--- src/rtl/cordic_pkg.sv ---
// Shared definitions for the serial CORDIC merge stage: default datapath
// width, saturation limits, controller states and direction-bit indexing.
package cordic_pkg;

    localparam int CORDIC_WIDTH = 22;

    // Clamp limits of a CORDIC_WIDTH-bit two's-complement value.
    localparam logic signed [CORDIC_WIDTH-1:0] SAT_MAX = {1'b0, {(CORDIC_WIDTH-1){1'b1}}};
    localparam logic signed [CORDIC_WIDTH-1:0] SAT_MIN = {1'b1, {(CORDIC_WIDTH-1){1'b0}}};

    typedef enum logic [1:0] {
        ST_IDLE = 2'd0,
        ST_ITER = 2'd1,
        ST_DONE = 2'd2
    } state_e;

    // Iteration k consumes direction bit NSTEP-1-k (MSB pairs with the
    // smallest shift).
    function automatic int dir_idx(input int nstep, input int k);
        return nstep - 1 - k;
    endfunction

endpackage

--- src/rtl/cordic_sat_addsub.sv ---
// Combinational WIDTH-bit add or subtract, evaluated one bit wider and
// clamped back into the signed WIDTH-bit range.
module cordic_sat_addsub
    import cordic_pkg::*;
#(
    parameter int WIDTH = CORDIC_WIDTH,
    parameter bit SUB   = 1'b0
) (
    input  logic signed [WIDTH-1:0] a_in,
    input  logic signed [WIDTH-1:0] b_in,
    output logic signed [WIDTH-1:0] res_out
);

    localparam logic signed [WIDTH:0] LIM_MAX = {2'b00, {(WIDTH-1){1'b1}}};
    localparam logic signed [WIDTH:0] LIM_MIN = {2'b11, {(WIDTH-1){1'b0}}};

    logic signed [WIDTH:0] a_ext;
    logic signed [WIDTH:0] b_ext;
    logic signed [WIDTH:0] full;

    assign a_ext = {a_in[WIDTH-1], a_in};
    assign b_ext = {b_in[WIDTH-1], b_in};

    // Wide sum/difference, then clamp to the representable range.
    always_comb begin
        full = SUB ? (a_ext - b_ext) : (a_ext + b_ext);
        if (full > LIM_MAX) begin
            res_out = LIM_MAX[WIDTH-1:0];
        end else if (full < LIM_MIN) begin
            res_out = LIM_MIN[WIDTH-1:0];
        end else begin
            res_out = full[WIDTH-1:0];
        end
    end

endmodule

--- src/rtl/cordic_merge_seq.sv ---
// Serial CORDIC merge stage: one shared shift/add-with-saturation unit runs
// merged iterations SHIFT_BASE..SHIFT_BASE+NSTEP-1, one per clock, with
// valid/ready handshakes on both sides.
module cordic_merge_seq
    import cordic_pkg::*;
#(
    parameter int WIDTH      = CORDIC_WIDTH,
    parameter int NSTEP      = 8,
    parameter int SHIFT_BASE = 9,
    localparam int SW        = (NSTEP > 1) ? $clog2(NSTEP) : 1
) (
    input  logic                    clk,
    input  logic                    rst_n,
    input  logic                    in_valid,
    output logic                    in_ready,
    input  logic signed [WIDTH-1:0] x_in,
    input  logic signed [WIDTH-1:0] y_in,
    input  logic        [NSTEP-1:0] b_in,
    output logic                    out_valid,
    input  logic                    out_ready,
    output logic signed [WIDTH-1:0] x_out,
    output logic signed [WIDTH-1:0] y_out,
    output logic                    busy,
    output logic           [SW-1:0] step
);

    state_e                  state_q, state_d;
    logic signed [WIDTH-1:0] x0_q, x0_d, y0_q, y0_d;
    logic signed [WIDTH-1:0] xa_q, xa_d, ya_q, ya_d;
    logic signed [WIDTH-1:0] x_out_q, x_out_d, y_out_q, y_out_d;
    logic        [NSTEP-1:0] bq_q, bq_d;
    logic           [SW-1:0] step_q, step_d;

    // Shift amount and operands: shifts always come from the latched inputs,
    // not the accumulators (the merge approximation).
    logic              [7:0] shamt;
    logic signed [WIDTH-1:0] x_sh, y_sh;
    logic signed [WIDTH-1:0] x_new, y_new;
    logic signed [WIDTH-1:0] xa_step, ya_step;
    logic           [SW-1:0] dir_sel;
    logic                    d_bit;
    logic                    last_step;

    assign shamt     = 8'(SHIFT_BASE) + 8'(step_q);
    assign x_sh      = x0_q >>> shamt;
    assign y_sh      = y0_q >>> shamt;
    assign dir_sel   = SW'(dir_idx(NSTEP, int'(step_q)));
    assign d_bit     = bq_q[dir_sel];
    assign last_step = (step_q == SW'(NSTEP - 1));

    cordic_sat_addsub #(.WIDTH(WIDTH), .SUB(1'b1)) u_x_sub (
        .a_in    (xa_q),
        .b_in    (y_sh),
        .res_out (x_new)
    );

    cordic_sat_addsub #(.WIDTH(WIDTH), .SUB(1'b0)) u_y_add (
        .a_in    (ya_q),
        .b_in    (x_sh),
        .res_out (y_new)
    );

    assign xa_step = d_bit ? x_new : xa_q;
    assign ya_step = d_bit ? y_new : ya_q;

    // Next-state logic: accept in IDLE, iterate in ITER, hand off in DONE.
    always_comb begin
        state_d = state_q;
        x0_d    = x0_q;
        y0_d    = y0_q;
        bq_d    = bq_q;
        xa_d    = xa_q;
        ya_d    = ya_q;
        step_d  = step_q;
        x_out_d = x_out_q;
        y_out_d = y_out_q;
        unique case (state_q)
            ST_IDLE: begin
                if (in_valid) begin
                    x0_d    = x_in;
                    y0_d    = y_in;
                    bq_d    = b_in;
                    xa_d    = x_in;
                    ya_d    = y_in;
                    step_d  = '0;
                    state_d = ST_ITER;
                end
            end
            ST_ITER: begin
                xa_d = xa_step;
                ya_d = ya_step;
                if (last_step) begin
                    x_out_d = xa_step;
                    y_out_d = ya_step;
                    step_d  = '0;
                    state_d = ST_DONE;
                end else begin
                    step_d = step_q + 1'b1;
                end
            end
            ST_DONE: begin
                if (out_ready) begin
                    state_d = ST_IDLE;
                end
            end
            default: state_d = ST_IDLE;
        endcase
    end

    // State and datapath registers; reset discards any in-flight operation.
    always_ff @(posedge clk or negedge rst_n) begin
        if (!rst_n) begin
            state_q <= ST_IDLE;
            x0_q    <= '0;
            y0_q    <= '0;
            bq_q    <= '0;
            xa_q    <= '0;
            ya_q    <= '0;
            step_q  <= '0;
            x_out_q <= '0;
            y_out_q <= '0;
        end else begin
            state_q <= state_d;
            x0_q    <= x0_d;
            y0_q    <= y0_d;
            bq_q    <= bq_d;
            xa_q    <= xa_d;
            ya_q    <= ya_d;
            step_q  <= step_d;
            x_out_q <= x_out_d;
            y_out_q <= y_out_d;
        end
    end

    assign in_ready  = (state_q == ST_IDLE);
    assign out_valid = (state_q == ST_DONE);
    assign busy      = (state_q == ST_ITER) || (state_q == ST_DONE);
    assign step      = step_q;
    assign x_out     = x_out_q;
    assign y_out     = y_out_q;

endmodule

--- config.mk ---
export PLATFORM = sky130hd
export DESIGN_NAME = cordic_merge_seq
export DESIGN_NICKNAME = d
export VERILOG_FILES = /design/src/rtl/cordic_pkg.sv /design/src/rtl/cordic_sat_addsub.sv /design/src/rtl/cordic_merge_seq.sv
export SDC_FILE = /design/constraint.sdc
export NUM_CORES = 1
export LEC_CHECK = 0
export CAP_MARGIN = 20
export CORE_MARGIN = 3
export CORE_UTILIZATION = 25
export CTS_CLUSTER_DIAMETER = 60
export DETAILED_ROUTE_END_ITERATION = 7
export PLACE_DENSITY = 0.4
export SLEW_MARGIN = 10
export SYNTH_ARGS = -nofsm -noshare
export SYNTH_HDL_FRONTEND = slang
export SYNTH_HIERARCHICAL = 1
export SYNTH_SLANG_ARGS = --single-unit
--- constraint.sdc ---
create_clock -name clk -period 8.5 [get_ports clk]
set_input_delay 1.7 -clock clk [delete_from_list [all_inputs] [get_ports clk]]
set_output_delay 1.7 -clock clk [all_outputs]
set_load 0.005 [all_outputs]
==> impl_metrics.py <==
metrics = {
    "outcome": {
        "status": "finished, final reports clean",
    },
    "clock_network": {
        "cts_tree": "built",
        "holdBufCountCts": 0,
        "root_buffer": "clkbuf_16",
        "post-cts-setup-buffers": 0,
        "cts_buffers": 17,
        "cts.sinks": 145,
        "cts_resized": 0,
        "clk_latency_ps": 490,
        "clkTransAtPathRegs_ps": 70,
        "clockBufferDepth": 2,
        "cts_max_level": 4,
    },
    "yosys": {
        "synth_fp_nets": 1418,
        "yosysTopAreaCellShare": 0.299,
        "syn-cell-area_um2": 12100,
        "synth_top_area_cell": "dfrtp_1",
        "synthArstFlopShare": 1.00,
        "yosysSeqAreaShare": 0.299,
        "yosysWarningCount": 6,
        "synth_cell_types": 81,
        "syn_area_per_cell_um2": 9.26,
        "synth_area_leaders": "dfrtp_1 (30%), mux2i_1 (13%), mux2_2 (5.9%)",
        "syn_inst": 1310,
        "synth-edff-count": 0,
        "ys_ff_latch": 145,
        "synthFlopType": "dfrtp_1",
    },
    "timing": {
        "tightest_slew_ps": 968,
        "hold_violations": 0,
        "period_share": 0.733,
        "rsz0062_at_grt": "false",
        "clock_skew_ps": 16.5,
        "worst_slack_ps": 2270,
        "layout_min_cycle_time_ps": 6230,
        "fmax_mhz": 160,
        "relSlewSlack": 0.354,
        "timing.setup.tns_ps": 0,
        "setup-violations-final": 0,
        "slew_violations": 0,
    },
    "routing": {
        "drtPass1Iterations": 5,
        "wire_per_inst_um": 21.7,
        "drc": 0,
        "drt_iter0_drc": 792,
        "post_drt_via_cell_ratio": 5.26,
        "ant_nets": 0,
        "wl_um": 43000,
        "num_vias": 10400,
    },
    "die": {
        "die_x_um": 226,
        "core_um2": 47800,
        "num_rows": 80,
        "die_h_um": 226,
        "die-area_um2": 51200,
        "pin_count": 106,
        "start_util": 0.253,
    },
    "finish": {
        "multi_input_area_um2": 7920,
        "fillers": 5067,
        "drive_gt1_frac": 0.164,
        "seqCellArea_um2": 3630,
        "diodes": 0,
        "finalNetCount": 1465,
        "area_growth_pct": 18.0,
    },
    "critical_path": {
        "crit_fanout": 38,
        "worstPathArrival_ps": 6570,
        "path_class": "register to register",
        "r2r_cells": 17,
        "critPathLaunchType": "register",
        "cp_data_required_time_ps": 8830,
        "cp-end-kind": "register",
    },
    "placed_design": {
        "port_buffers": 105,
        "dp_slack_ps": 2270,
        "dp_hpwl_um": 31500,
        "place.gp.congestion": 0.888,
    },
    "global_route": {
        "grt_use_total": 0.172,
        "grt_pass1_wl_um": 66600,
        "grt_max_degree": 89,
        "gr-total-overflow": 0,
        "first_global_vias": 10500,
        "antenna_found_initial": 0,
    },
    "flow_run": {
        "maxCapViolCount": 0,
    },
    "worst_hold_path": {
        "min_path_type": "register to register",
        "whs_path_depth": 2,
    },
}
-- critical path, cell delays in order, from the launching register on --
cell and delay (ps):
dfrtp_2 600, ha_2 710, buf_4 590, mux2_2 440, mux2i_1 190, a2bb2oi_1 260
o211ai_1 160, inv_1 110, ha_1 300, a21o_1 230, a21oi_4 250, a2111oi_4 120
o311a_1 440, o22ai_2 780, o21ai_0 290, or2_2 360, mux2i_1 130, a21oi_1 80
-- layer usage --
metal  part of all wire  GRT usage  up-vias  wire length [um]
met4              0.016     0.0469        0               683
met3              0.041     0.0364       28              1770
li1                   -          -     5000                 -
met1               0.50      0.246     5169             21500
met2               0.44      0.262      239             19100
met5                  0          0        -                 0
-- Yosys cell counts (9+ instances only) --
| library cell | number |
|---|---|
| mux2i_1 | 158 |
| dfrtp_1 | 145 |
| nand2_1 | 105 |
| a21oi_1 | 102 |
| o21ai_0 | 94 |
| mux2_2 | 64 |
| clkbuf_1 | 52 |
| ha_1 | 50 |
| inv_1 | 49 |
| or2_2 | 47 |
| o22ai_1 | 46 |
| nor2_1 | 35 |
| o211ai_1 | 27 |
| buf_2 | 24 |
| nand3_1 | 22 |
| mux4_2 | 18 |
| a21o_1 | 17 |
| xnor2_1 | 17 |
| o21ai_2 | 16 |
| xor2_1 | 16 |
| a31oi_1 | 12 |
| buf_4 | 12 |
| nand2b_1 | 12 |
| o21a_1 | 10 |
| a211o_1 | 9 |
-- final timing paths --
check / slack, ps / start / end
worst max-delay path: 2270 / step[0] / xa_q[3]
worst min-delay path: 480 / x_out[8] / x_out[8]
worst max register to register: 2270 / step[0] / xa_q[3]
worst min register to register: 480 / x_out[8] / x_out[8]
max in group asynchronous: 5680 / rst_n / step[0]
min in group asynchronous: 1290 / rst_n / ya_q[2]
-- logic make-up (layout without fill, tap and decap cells) --
kind of cell	Yosys count	count (layout)	synth area share
xor+xnor	33	33	0.0238
simple gates	267	267	0.111
compound gates	422	422	0.229
fa+ha+maj	58	58	0.0598
flops	145	145	0.299
mux	240	240	0.223
buf+inv	145	204	0.0542
-- state kept, by name, summed over array words and instances (netlist names) --
signal and cells:
step 3, x0_q 22, state_q 2, xa_q 22, y_out 22, y0_q 22, ya_q 22, x_out 22
bq_q 8
-- metrics by stage --
stage               instances  utilization  area [um^2]  hold WS (ps)
CTS                      1983        0.299        14300           484
global route             1984        0.299        14300           503
global placement         1952        0.286        13700           463
detailed placement       1952        0.286        13700           470
floorplan                1310            -        12100           473
finish                   1984        0.299        14300           477
-- layout make-up --
class,instances,area share
inverters,49,0.0129
clock inverters,12,0.0112
flip-flops and latches,145,0.254
multi-input cells,1020,0.553
well taps,615,0.0538
clock buffers,19,0.0309
repair buffers,124,0.0844
-- cells in the final DEF, fill, tap and decap left out, types with 20 or more instances in the layout --
master,synthesis,layout
clkdlybuf4s50_1,0,104
mux2_2,64,64
mux2i_1,158,156
dfrtp_1,145,144
ha_1,50,48
inv_1,49,49
nand3_1,22,20
or2_2,47,47
o22ai_1,46,46
a21oi_1,102,102
o211ai_1,27,27
nand2_1,105,104
nor2_1,35,35
o21ai_0,94,94
Power is left out: the tool's default activity adds up to more than one toggle a clock period on the data nets, which glitch-free logic cannot reach.
